### src/rtl/conv_bias_fifo_rd_pkg.sv
`default_nettype none
// ============================================================================
//  Module      : conv_bias_fifo_rd_pkg
//  Description : Shared definitions for the Bias FIFO consumer. Covers the
//                bias entry field layout, FSM state encoding, the total-count
//                width and the entries-per-instruction helper.
//  Revision    : 1.0  initial release
// ============================================================================
package conv_bias_fifo_rd_pkg;

    localparam int CNT_W     = 32;
    localparam int ENTRY_W   = 64;
    localparam int BIAS_LSB  = 0;
    localparam int BIAS_W    = 32;
    localparam int SCALE_LSB = 32;
    localparam int SCALE_W   = 32;

    typedef enum logic [1:0] {
        ST_IDLE  = 2'd0,
        ST_RUN   = 2'd1,
        ST_DRAIN = 2'd2,
        ST_DONE  = 2'd3
    } state_e;

    // Entries consumed by one instruction: X rounds * W rounds * channels
    function automatic logic [CNT_W-1:0] total_entries(
        input logic [15:0]      nx_m1,
        input logic [15:0]      nw_m1,
        input logic [CNT_W-1:0] m
    );
        logic [CNT_W-1:0] nx;
        logic [CNT_W-1:0] nw;
        nx = CNT_W'(nx_m1) + CNT_W'(1);
        nw = CNT_W'(nw_m1) + CNT_W'(1);
        return nx * nw * m;
    endfunction

endpackage
`default_nettype wire

### src/rtl/conv_bias_fifo_rd_buf.sv
`default_nettype none
// ============================================================================
//  Module      : conv_bias_buf
//  Description : Small register FIFO holding popped bias entries until the
//                post-processing stage accepts them. Head is always visible;
//                occupancy is exported so the caller can budget credits.
//  Revision    : 1.0  initial release
// ============================================================================
module conv_bias_buf #(
    parameter int DEPTH = 4,
    parameter int WIDTH = 64
) (
    input  logic                     clk,
    input  logic                     rst_n,
    input  logic                     wr_en_i,
    input  logic [WIDTH-1:0]         wr_data_i,
    input  logic                     rd_en_i,
    output logic [WIDTH-1:0]         head_o,
    output logic [$clog2(DEPTH):0]   count_o
);

    localparam int AW = $clog2(DEPTH);
    localparam logic [AW-1:0] PTR_ONE = AW'(1);
    localparam logic [AW:0]   CNT_ONE = (AW+1)'(1);

    logic [WIDTH-1:0] mem_q [DEPTH];
    logic [AW-1:0]    wr_ptr_q;
    logic [AW-1:0]    rd_ptr_q;
    logic [AW:0]      count_q;
    logic             w_rd;

    // Pops are ignored when empty so a stray ready can never underflow
    assign w_rd    = rd_en_i && (count_q != '0);
    assign head_o  = mem_q[rd_ptr_q];
    assign count_o = count_q;

    // Storage, pointers and occupancy; simultaneous push+pop keeps count
    always_ff @(posedge clk or negedge rst_n) begin
        if (!rst_n) begin
            wr_ptr_q <= '0;
            rd_ptr_q <= '0;
            count_q  <= '0;
            for (int i = 0; i < DEPTH; i++) begin
                mem_q[i] <= '0;
            end
        end else begin
            if (wr_en_i) begin
                mem_q[wr_ptr_q] <= wr_data_i;
                wr_ptr_q        <= wr_ptr_q + PTR_ONE;
            end
            if (w_rd) begin
                rd_ptr_q <= rd_ptr_q + PTR_ONE;
            end
            case ({wr_en_i, w_rd})
                2'b10:   count_q <= count_q + CNT_ONE;
                2'b01:   count_q <= count_q - CNT_ONE;
                default: count_q <= count_q;
            endcase
        end
    end

endmodule
`default_nettype wire

### src/rtl/conv_bias_fifo_rd.sv
`default_nettype none
// ============================================================================
//  Module      : conv_bias_fifo_rd
//  Description : Bias FIFO consumer. Issues credit-limited pops, buffers the
//                returning entries and presents bias/scale per output channel
//                with channel and last tags. Optional sticky protocol checker
//                enabled by defining CONV_BIAS_RD_CHK_EN (adds port err).
//  Revision    : 1.0  initial release
// ============================================================================
`ifndef M
`define M 4
`endif

module conv_bias_fifo_rd
    import conv_bias_fifo_rd_pkg::*;
#(
    parameter int  M         = `M,
    parameter int  BUF_DEPTH = 4,
    localparam int MW        = (M > 1) ? $clog2(M) : 1
) (
    input  logic          clk,
    input  logic          rst_n,
    input  logic          start_pulse,
    input  logic [15:0]   n_X_rnd_minus_1,
    input  logic [15:0]   n_W_rnd_minus_1,
    output logic          fifo_rd_en,
    input  logic [63:0]   fifo_dout,
    input  logic          fifo_empty,
    output logic          bias_vld,
    input  logic          bias_rdy,
    output logic [31:0]   bias,
    output logic [31:0]   scale,
    output logic [MW-1:0] m_idx,
    output logic          last_m,
    output logic          last,
    output logic          busy,
    output logic          done_pulse
`ifdef CONV_BIAS_RD_CHK_EN
    ,
    output logic          err
`endif
);

    localparam int AW = $clog2(BUF_DEPTH);
    localparam int PW = AW + 2;
    localparam logic [MW-1:0]    M_LAST  = MW'(M - 1);
    localparam logic [CNT_W-1:0] CNT_ONE = CNT_W'(1);

    state_e             state_q;
    logic [CNT_W-1:0]   rd_left_q;
    logic [CNT_W-1:0]   out_left_q;
    logic [MW-1:0]      m_idx_q;
    logic               rd_en_q;
    logic               rd_vld_q;
    logic               busy_q;
    logic               done_q;

    logic [AW:0]        w_occ;
    logic [ENTRY_W-1:0] w_head;
    logic [PW-1:0]      w_pending;
    logic               w_has_credit;
    logic               w_pop;
    logic [CNT_W-1:0]   w_total;

    assign w_total = total_entries(n_X_rnd_minus_1, n_W_rnd_minus_1, CNT_W'(M));

    // Buffer slots already spoken for: stored, being read now, landing now
    assign w_pending    = PW'(w_occ) + PW'(rd_en_q) + PW'(rd_vld_q);
    assign w_has_credit = w_pending < PW'(BUF_DEPTH);

    assign bias_vld   = (w_occ != '0);
    assign w_pop      = bias_vld && bias_rdy;
    assign bias       = w_head[BIAS_LSB  +: BIAS_W];
    assign scale      = w_head[SCALE_LSB +: SCALE_W];
    assign m_idx      = m_idx_q;
    assign last_m     = bias_vld && (m_idx_q == M_LAST);
    assign last       = bias_vld && (out_left_q == CNT_ONE);
    assign fifo_rd_en = rd_en_q;
    assign busy       = busy_q;
    assign done_pulse = done_q;

    // FIFO data is valid one cycle after the pop, so it lands on rd_vld_q
    conv_bias_buf #(
        .DEPTH (BUF_DEPTH),
        .WIDTH (ENTRY_W)
    ) u_buf (
        .clk       (clk),
        .rst_n     (rst_n),
        .wr_en_i   (rd_vld_q),
        .wr_data_i (fifo_dout),
        .rd_en_i   (w_pop),
        .head_o    (w_head),
        .count_o   (w_occ)
    );

    // Instruction FSM, read issue, output counters and channel index
    always_ff @(posedge clk or negedge rst_n) begin
        if (!rst_n) begin
            state_q    <= ST_IDLE;
            rd_left_q  <= '0;
            out_left_q <= '0;
            m_idx_q    <= '0;
            rd_en_q    <= 1'b0;
            rd_vld_q   <= 1'b0;
            busy_q     <= 1'b0;
            done_q     <= 1'b0;
        end else begin
            rd_en_q  <= 1'b0;
            rd_vld_q <= rd_en_q;
            done_q   <= 1'b0;
            if (w_pop) begin
                out_left_q <= out_left_q - CNT_ONE;
                m_idx_q    <= (m_idx_q == M_LAST) ? '0 : m_idx_q + MW'(1);
            end
            case (state_q)
                ST_IDLE: begin
                    if (start_pulse) begin
                        state_q    <= ST_RUN;
                        busy_q     <= 1'b1;
                        out_left_q <= w_total;
                        m_idx_q    <= '0;
                        // First read goes out the cycle after start
                        if (!fifo_empty && (w_total != '0) && w_has_credit) begin
                            rd_en_q   <= 1'b1;
                            rd_left_q <= w_total - CNT_ONE;
                        end else begin
                            rd_left_q <= w_total;
                        end
                    end
                end
                ST_RUN: begin
                    if (rd_left_q == '0) begin
                        state_q <= ST_DRAIN;
                    end else if (!fifo_empty && w_has_credit) begin
                        rd_en_q   <= 1'b1;
                        rd_left_q <= rd_left_q - CNT_ONE;
                    end
                end
                ST_DRAIN: begin
                    // Enter DONE on the final handshake so the pulse follows it
                    if ((out_left_q == '0) || (w_pop && (out_left_q == CNT_ONE))) begin
                        state_q <= ST_DONE;
                        done_q  <= 1'b1;
                    end
                end
                ST_DONE: begin
                    state_q <= ST_IDLE;
                    busy_q  <= 1'b0;
                end
                default: state_q <= ST_IDLE;
            endcase
        end
    end

`ifdef CONV_BIAS_RD_CHK_EN
    logic err_q;

    // Sticky protocol error: restart while busy, pop on empty, leftover bias
    always_ff @(posedge clk or negedge rst_n) begin
        if (!rst_n) begin
            err_q <= 1'b0;
        end else if ((start_pulse && (state_q != ST_IDLE)) ||
                     (rd_en_q && fifo_empty) ||
                     ((state_q == ST_DONE) && !fifo_empty)) begin
            err_q <= 1'b1;
        end
    end

    assign err = err_q;
`endif

endmodule
`default_nettype wire

### config.mk
export PLATFORM = sky130hd
export DESIGN_NAME = conv_bias_fifo_rd
export DESIGN_NICKNAME = d
export VERILOG_FILES = /design/src/rtl/conv_bias_fifo_rd_pkg.sv /design/src/rtl/conv_bias_fifo_rd_buf.sv /design/src/rtl/conv_bias_fifo_rd.sv
export SDC_FILE = /design/constraint.sdc
export NUM_CORES = 1
export LEC_CHECK = 0
export BUFFER_PORTS_ARGS = -buffer_cell sky130_fd_sc_hd__buf_2
export CORE_UTILIZATION = 55
export CTS_CLUSTER_SIZE = 40
export DETAILED_ROUTE_END_ITERATION = 10
export GPL_TIMING_DRIVEN = 0
export PLACE_DENSITY = 0.74
export SYNTH_ARGS = -nofsm -noshare
export SYNTH_HDL_FRONTEND = slang
export SYNTH_SLANG_ARGS = --single-unit
### constraint.sdc
create_clock -name clk -period 9 [get_ports clk]
set_input_delay 0.45 -clock clk [delete_from_list [all_inputs] [get_ports clk]]
set_output_delay 0.45 -clock clk [all_outputs]
set_load 0.02 [all_outputs]
# == Yosys cells after proc, flatten, opt, wreduce, memory -nomap -nowiden ==
# Index checks and enable logic that the tools add are counted.
# W data, S select, Z words.
# totals
ff_bits,335
latchBits,0
mem_bits_rw,0
mem_bits_ro,0
in_bits,101
elab_cells,100
n_memories,0
# classes
n_addsub,12
n_mul,1
n_div,0
n_lt_le_gt_ge,4
n_eq_ne,12
n_shift,0
muxes,32
bitwise_logic,2
n_reduce_logical,22
# op_table
cell,n
$bwmux W256,1
$mux W32,7
$mux W64,3
$bmux W64 S2,1
$demux W64 S2,1
$sub A32 B1 Y32 const B,3
$logic_not A32 Y1,2
$pmux W32 S2,1
$add A16 B1 Y17 const B,2
$eq A32 B1 Y1 const B,1
$reduce_bool A32 Y1,1
$mul A17 B17 Y30,1
$mux W2,7
$ne A2 B2 Y1 const B,5
$logic_and A1 B1 Y1,9
$eq A2 B2 Y1 const B,4
$pmux W2 S4,1
$mux W1,7
$add A2 B1 Y2 const B,3
$ge A3 B3 Y1 const B,2
$not A2 Y3,2
$pmux W3 S2,1
$reduce_bool A2 Y1,3
$add A3 B1 Y4,1
other kinds (14),16

# == Depth between registers and ports, before layout ==
# Gate-level depths: netlist (run 1).
# depth
depth_word,8
depth_mapped,33
mapped_depth_nobuf,29

# == Modules after synthesis ==
# Synthesis (run 1) repeated with hierarchy kept, for this count alone.
# hier_totals
cells_unflattened,2410
hier_area_um2,26195.1
# modules_own_cells
mod,n_inst,cells_each,area_per_inst_um2,seq_area_each_um2
conv_bias_fifo_rd,1,1760,14689.1,1801.7
conv_bias_buf,1,650,11506.0,6581.3

# == Worst setup path before layout (run 1) ==
# OpenSTA, ideal clock, no wires.
# synth_timing
path_type,in2reg
startpoint,input port n_X_rnd_minus_1[0]
endpoint,register rd_left_q[12]
arrival_time_ps,7984
required_time_ps,8874
setup_slack_ps,890
cell_stages,29
path_cell_list,buf_2 > nand2_1 > or2_1 > clkbuf_1 > nor3_1 > xor2_1 > clkbuf_1 > nand2_1 > fa_1 > fa_1 > fa_1 > fa_1 > inv_1 > fa_1 > inv_1 > fa_1 > inv_1 > ha_1 > a21o_1 > and2_4 > or2_1 > a2111o_1 > a32oi_4 > nand4_4 > nor4_4 > nand4_2 > nand3_2 > xnor2_1 > a221o_1
# synth_between
elab_chain_cells,8
elab_cells_between_ends,9
cone_classes,add/sub (2); mul (1); mux (3); reduce/logical (3)
# synth_lines
item,line,source
start: declaration,conv_bias_fifo_rd.sv:24,"input logic [15:0] n_X_rnd_minus_1,"
$add A16 B1 Y17 *,conv_bias_fifo_rd_pkg.sv:33,nx = CNT_W'(nx_m1) + CNT_W'(1);
$mul A17 B17 Y30 *,conv_bias_fifo_rd_pkg.sv:35,return nx * nw * m;
branches (longest 3 deep; another with $sub A32 B1 Y32),--,
$mux W32 *,conv_bias_fifo_rd.sv:123,if (!fifo_empty && (w_total != '0) && w_has_credit) begin
$mux W32 *,conv_bias_fifo_rd.sv:117,if (start_pulse) begin
$pmux W32 S2 *,conv_bias_fifo_rd.sv:115,case (state_q)
end signal: assignment,conv_bias_fifo_rd.sv:125,rd_left_q <= w_total - CNT_ONE;
end signal: assignment,conv_bias_fifo_rd.sv:127,rd_left_q <= w_total;
end signal: assignment,conv_bias_fifo_rd.sv:136,rd_left_q <= rd_left_q - CNT_ONE;
end: declaration,conv_bias_fifo_rd.sv:50,logic [CNT_W-1:0] rd_left_q;
# Mark *: on every way between the ends. The select of a mux whose other input is x is not followed.
# A chain may end at the register's enable or synchronous reset.

# == Worst setup path after layout (run 1) ==
# layout_timing
startpoint,input port n_W_rnd_minus_1[0]
endpoint,register rd_left_q[25]
# layout_between
elab_chain_cells,8
elab_cells_between_ends,9
cone_classes,add/sub (2); mul (1); mux (3); reduce/logical (3)
# layout_lines
item,line,source
start: declaration,conv_bias_fifo_rd.sv:25,"input logic [15:0] n_W_rnd_minus_1,"
$add A16 B1 Y17 *,conv_bias_fifo_rd_pkg.sv:34,nw = CNT_W'(nw_m1) + CNT_W'(1);
$mul A17 B17 Y30 *,conv_bias_fifo_rd_pkg.sv:35,
branches (longest 3 deep; another with $sub A32 B1 Y32),--,
$mux W32 *,conv_bias_fifo_rd.sv:123,
$mux W32 *,conv_bias_fifo_rd.sv:117,
$pmux W32 S2 *,conv_bias_fifo_rd.sv:115,
# Marked as above.

==> metrics.md, run 1 <==
| Metric | Value |
|---|---|
| Status | `complete, but fails checks` |
| Failing checks | `negative hold slack` |
| Die area | `47,820 sq um` |
| Initial Utilization | `55.58%` |
| Worst Hold Class | `in -> async` |
| Grt ovf | `0` |
| Ys async rst share | `100.0%` |
| Synth Area in Simple Gates | `12.33%` |
| Vias per inst | `5.931` |
| Post-DRT Antenna Nets | `0` |
| Worst Setup Start Kind | `input port` |
| Max Freq | `115.7 MHz` |
| Worst-Margin Slew | `1.229 ns` |
| Max FO, Critical Path | `10` |
| Clock Skews | `0.02240 ns` |
| Multiplexer share of the synthesized area | `17.03%` |
| Total GRT Usage | `27.15%` |
| Starting DRT DRC Count | `1,503` |
| Setup CP Type | `in -> reg` |
| Max-cap violations | `0` |
| Routability cong. | `0.9484` |
| Clock tree buffer depth | `3` |
| Worst path arrival time | `9.02 ns` |
| CTS Sinks | `335` |
| Routed Wire Length | `64,400 um` |
| Die height | `218.7 um` |
| First-pass detailed-route iteration total | `7` |
| Post-synth EDFFs | `0` |
| Critical Path End Type | `register` |
| Final instance area | `28,880 sq um` |
| Average size of a mapped cell | `10.78 sq um` |
| Nets | `3,034` |
| RSZ-0062 raised after global routing | `no` |
| Largest net degree at the start of global routing | `116` |
| # port buffers | `170` |
| Reg2reg path depth | `10` |
| Area Overhead vs Synth | `11.86%` |
| Hold slack final | `-0.003551 ns` |
| Commonest non-fill, non-tap cell in the layout | `dfrtp_1` |
| Mapped Cells | `2,395` |
| Core Region | `46,460 sq um` |
| Compound-cell area share of the yosys netlist | `5.887%` |
| Register area share after synthesis | `32.46%` |
| Initial antenna violation count | `4` |
| Share of cells above drive strength 1 | `23.96%` |
| CTS tree | `done` |
| Slew margin rel. | `17.45%` |
| Slew Viols, Final | `0` |
| Chip width | `218.7 um` |
| Vias in the first global route | `19,571` |
| Worst-Skew Late Latency | `0.52 ns` |
| WL/cell | `19.86 um` |
| Pre-CTS setup slack | `-0.9647 ns` |
| Filler cells | `3,638` |
| Worst EP required | `9.38 ns` |
| Netlist Area Pre-Place | `25,820 sq um` |
| Crit path largest cell delay | `0.88 ns` |
| Clock transition at path regs | `0.06 ns` |
| H-tree levels | `2` |
| Clock tree root buffer cell | `clkbuf_16` |
| FP Rows | `79` |
| Setup slack, reg-to-reg | `5.36 ns` |
| Post-Route Setup TNS | `0 ns` |
| Mapped Nets | `2,820` |
| Most frequent cells in the layout | `dfrtp_1, inv_1, mux2_2` |
| Hold Vio Cnt, Final | `1` |
| CP max stage cell | `xor2_1` |
| Crit-path most repeated cell | `fa_1` |
| Unique cell type count in the Yosys netlist | `87` |
| DR vias | `19,229` |
| Ports | `173` |
| Xor/xnor cell area share of the yosys netlist | `4.792%` |
| Prevailing post-synth register cell | `dfrtp_1` |
| Post-DP HPWL | `49,550 um` |
| DRC | `0` |
| Post-synthesis adder-cell area fraction | `22.10%` |
| Placed Area | `27,500 sq um` |
| Setup violators final | `0` |
| Largest family of logic cells by synthesized area | `adder cells` |
| Synthesized flop and latch total | `335` |
| TritonCTS Buffers | `36` |
| First-pass GRT wire length | `102,000 um` |
| Fin crit period | `8.642 ns` |
| Final WS setup | `0.3581 ns` |
| Post-route clock period utilization | `96.02%` |
| Ys Warns | `0` |
worst paths after layout:
path / from / endpoint
worst min register to register: fifo_rd_en / rd_vld_q
max in group asynchronous: rst_n / u_buf.mem_q[145]
worst max register to register: u_buf.count_o[0] / rd_left_q[18]
worst max-delay path: n_W_rnd_minus_1[0] / rd_left_q[25]
min in group clk: fifo_dout[61] / u_buf.mem_q[61]
worst min-delay path: rst_n / u_buf.mem_q[244]
state kept, by name, summed over array words and instances (netlist names):
| signal | cells |
|---|---|
| busy | 1 |
| done_pulse | 1 |
| fifo_rd_en | 1 |
| m_idx | 2 |
| out_left_q | 32 |
| rd_left_q | 32 |
| rd_vld_q | 1 |
| state_q | 2 |
| u_buf.count_o | 3 |
| u_buf.mem_q | 256 |
| u_buf.rd_ptr_q | 2 |
| u_buf.wr_ptr_q | 2 |
area by class of cell:
type	count	area (sq um)	area share (%)
multi-input cells	1691	16220	56.16
clock buffers	52	1072	3.712
flip-flops and latches	335	8383	29.02
diodes	1	2.502	0.008664
inverters	284	1066	3.691
plain buffers	85	335.3	1.161
repair buffers	176	945.9	3.275
clock inverters	11	97.59	0.3379
well taps	607	759.5	2.629
worst max-delay path: cells and delay by family:
| kind | cells | cell delay [ns] |
|---|---|---|
| fa+ha+maj | 7 | 3.27 |
| xor+xnor | 3 | 1.57 |
| simple gates | 7 | 1.55 |
| compound gates | 6 | 1.29 |
| buf+inv | 7 | 0.88 |
synth_stat cells, types with 20 or more instances:
cell | n | area [sq um]
nand2_1 | 245 | 919.6
nor2_1 | 195 | 732.0
nor3_1 | 31 | 155.2
mux4_2 | 64 | 1441
o21ai_0 | 59 | 295.3
nand3_1 | 39 | 195.2
ha_1 | 104 | 1301
clkbuf_1 | 66 | 247.7
inv_1 | 282 | 1059
a21oi_1 | 55 | 275.3
fa_1 | 220 | 4404
dfrtp_1 | 335 | 8383
mux2_2 | 258 | 2905
xnor2_1 | 74 | 648.1
and2_1 | 20 | 125.1
nand2b_1 | 33 | 206.5
xor2_1 | 59 | 516.8
metal layers:
metal	track usage (%)	part of all wire (%)	up-vias
met3	4.161	7.0	172
met2	46.08	50	736
met1	34.61	39	9864
met5	0	0.050	-
li1	-	-	8451
met4	11.41	4.0	6
cell families (layout without fill, tap and decap cells):
kind of cell,count (synthesis),in the layout
other,0,1
and+or+nand+nor,671,671
AOI/OAI and AO/OA,232,232
adders and majority gates,324,324
xor gates and xnor gates,137,137
buffers and inverters,369,608
muxes,327,327
DFF,335,335
per-stage QoR:
step | std cells | util [%]
after global placement | 3172 | 59.05
after detailed placement | 3174 | 59.19
final | 3242 | 62.17
after CTS | 3237 | 61.80
after floorplan | 2395 | -
after global routing | 3242 | 62.17
what timing repair did:
action	4_1_cts	5_1_grt
setup buffers	0	4
resized for setup	6	29
hold endpoints to repair	0	0
hold buffers	0	0
pin swaps	0	3
endpoints found under the setup margin	27	32
Power of run 1 is left out: the tool's default activity adds up to more than one toggle a clock period on the data nets, which glitch-free logic cannot reach.
==> run 2: changes to the inputs <==
HOLD_SLACK_MARGIN = 0.12   (was not set)
PLACE_DENSITY = 0.85   (was 0.74)
REMOVE_ABC_BUFFERS = 1   (was not set)
==> metrics.md, run 2 (synthesis results as in run 1) <==
| Metric | Value |
|---|---|
| Status | `completed` |
| Worst Hold Class | `in -> reg` |
| CP max stage cell | `or4_1` |
| Die height | `218.7 um (unchanged)` |
| Clock tree root buffer cell | `clkbuf_16` |
| Die area | `47,820 sq um (unchanged)` |
| CTS tree | `done` |
| WL/cell | `20.53 um (+3.3%)` |
| Clock Skews | `0.02584 ns (+0.003437 ns)` |
| Setup slack, reg-to-reg | `4.42 ns (-0.94 ns)` |
| Grt ovf | `0 (unchanged)` |
| Commonest non-fill, non-tap cell in the layout | `dfrtp_1` |
| Crit-path most repeated cell | `fa_1` |
| H-tree levels | `2 (unchanged)` |
| Worst-Skew Late Latency | `0.55 ns (+0.03 ns)` |
| DRC | `0 (unchanged)` |
| Slew margin rel. | `15.12% (-2.3 points)` |
| # port buffers | `172 (+1.2%)` |
| Chip width | `218.7 um (unchanged)` |
| Starting DRT DRC Count | `1,532 (+1.9%)` |
| Clock tree buffer depth | `3 (unchanged)` |
| Worst-Margin Slew | `1.264 ns (+0.03525 ns)` |
| Initial antenna violation count | `4 (unchanged)` |
| Hold Vio Cnt, Final | `0 (-1)` |
| Worst r2r src | `rd_vld_q` |
| Initial Utilization | `55.58% (unchanged)` |
| Clock transition at path regs | `0.06 ns (about the same)` |
| Hold Crit Start | `fifo_dout[54]` |
| Post-Route Setup TNS | `0 ns (unchanged)` |
| Max FO, Critical Path | `20 (+10)` |
| Area Overhead vs Synth | `12.31%` |
| Post-route clock period utilization | `97.47% (+1.4 points)` |
| Max Freq | `114.0 MHz (-1.5%)` |
| Beginning of the critical path | `n_W_rnd_minus_1[0]` |
| Post-DP HPWL | `46,070 um (-7.0%)` |
| Slew Viols, Final | `0 (unchanged)` |
| Filler cells | `3,412 (-6.2%)` |
| Nets | `2,969 (-2.1%)` |
| Biggest regs | `u_buf.mem_q: 256 flops, out_left_q: 32 flops, rd_left_q: 32 flops` |
| Vias per inst | `6.069 (+2.3%)` |
| TritonCTS Buffers | `35 (-2.8%)` |
| Vias in the first global route | `19,736 (+0.84%)` |
| Reg2reg end | `rd_left_q[19]` |
| Max-cap violations | `0 (unchanged)` |
| FP Rows | `79 (unchanged)` |
| Setup violators final | `0 (unchanged)` |
| Crit path largest cell delay | `0.59 ns (-0.29 ns)` |
| Ports | `173 (unchanged)` |
| Largest net degree at the start of global routing | `140 (+21%)` |
| Worst path arrival time | `9.19 ns (+0.17 ns)` |
| Routability cong. | `0.9427 (-0.60%)` |
| Setup CP Type | `in -> reg` |
| Reg2reg path depth | `10 (unchanged)` |
| Core Region | `46,460 sq um (unchanged)` |
| Share of cells above drive strength 1 | `25.29% (+1.3 points)` |
| Worst EP required | `9.42 ns (+0.04 ns)` |
| Reg with most FFs | `u_buf.mem_q` |
| First-pass GRT wire length | `103,100 um (+1.1%)` |
| Routed Wire Length | `65,180 um (+1.2%)` |
| First-pass detailed-route iteration total | `5 (-2)` |
| Max reg flops | `256 (unchanged)` |
| CTS Sinks | `335 (unchanged)` |
| End point of the critical path | `rd_left_q[19]` |
| Total GRT Usage | `27.21% (+0.062 points)` |
| Critical Path End Type | `register` |
| Post-DRT Antenna Nets | `0 (unchanged)` |
| DR vias | `19,268 (+0.20%)` |
| Most frequent cells in the layout | `dfrtp_1, inv_1, mux2_2` |
| Fin crit period | `8.772 ns (+0.1301 ns)` |
| Worst Setup Start Kind | `input port` |
## run 2: routing by layer
layer	global-route usage, %	vias up	share of wire, %
met4	9.606	4	3.3
met1	34.23	9843	38
met5	0	-	0.040
met3	5.275	194	8.0
met2	46.69	916	50
li1	-	8311	-
## run 2: critical path, delay by kind of cell
family          cells  cell delay (ns)
buf+inv             2             0.37
compound gates      6             1.64
xor+xnor            2             0.67
fa+ha+maj           8             3.62
simple gates        8             2.44
## run 2: worst min path at each step
stage / cells past startpoint / to / slack (ns)
2_1_floorplan: 0 / busy / 0.15
4_1_cts: 2 / u_buf.mem_q[118] / 0.16
3_3_place_gp: 0 / rd_vld_q / 0.39
6_report: 2 / u_buf.mem_q[246] / 0.18
5_1_grt: 2 / u_buf.mem_q[244] / 0.18
3_5_place_dp: 0 / rd_vld_q / 0.39
## run 2: stage by stage
stage / hold WS (ns) / worst slack [ns] / area (sq um) / std cells / util [%]
after floorplan: 0.1544 / 0.7937 / 25490 / 2310 / -
after global placement: 0.3921 / -1.018 / 27110 / 3089 / 58.36
after detailed placement: 0.3874 / -1.289 / 27400 / 3097 / 58.98
after CTS: 0.1638 / 0.01203 / 28680 / 3157 / 61.73
after global routing: 0.1828 / -0.006682 / 29000 / 3174 / 62.42
final: 0.1797 / 0.2280 / 29000 / 3175 / 62.43
## run 2: final cells by class
type                            instances  area [sq um]  share of cell area [%]
Antenna cell                            2         5.005                 0.01726
Tap cell                              607         759.5                   2.619
Timing Repair Buffer                  196          1221                   4.211
Clock buffer                           48         984.7                   3.395
Clock inverter                         11         142.6                  0.4918
Sequential cell                       335          8391                   28.93
Multi-Input combinational cell       1692         16430                   56.66
Inverter                              284          1066                   3.676
## run 2: timing repair
action	4_1_cts	5_1_grt
setup buffers	0	15
pin swaps	1	8
hold endpoints to repair	103	0
cloned	0	1
hold buffers	1	0
setup endpoints to repair	31	33
resized for setup	16	22
Power of run 2 is left out for the same reason.
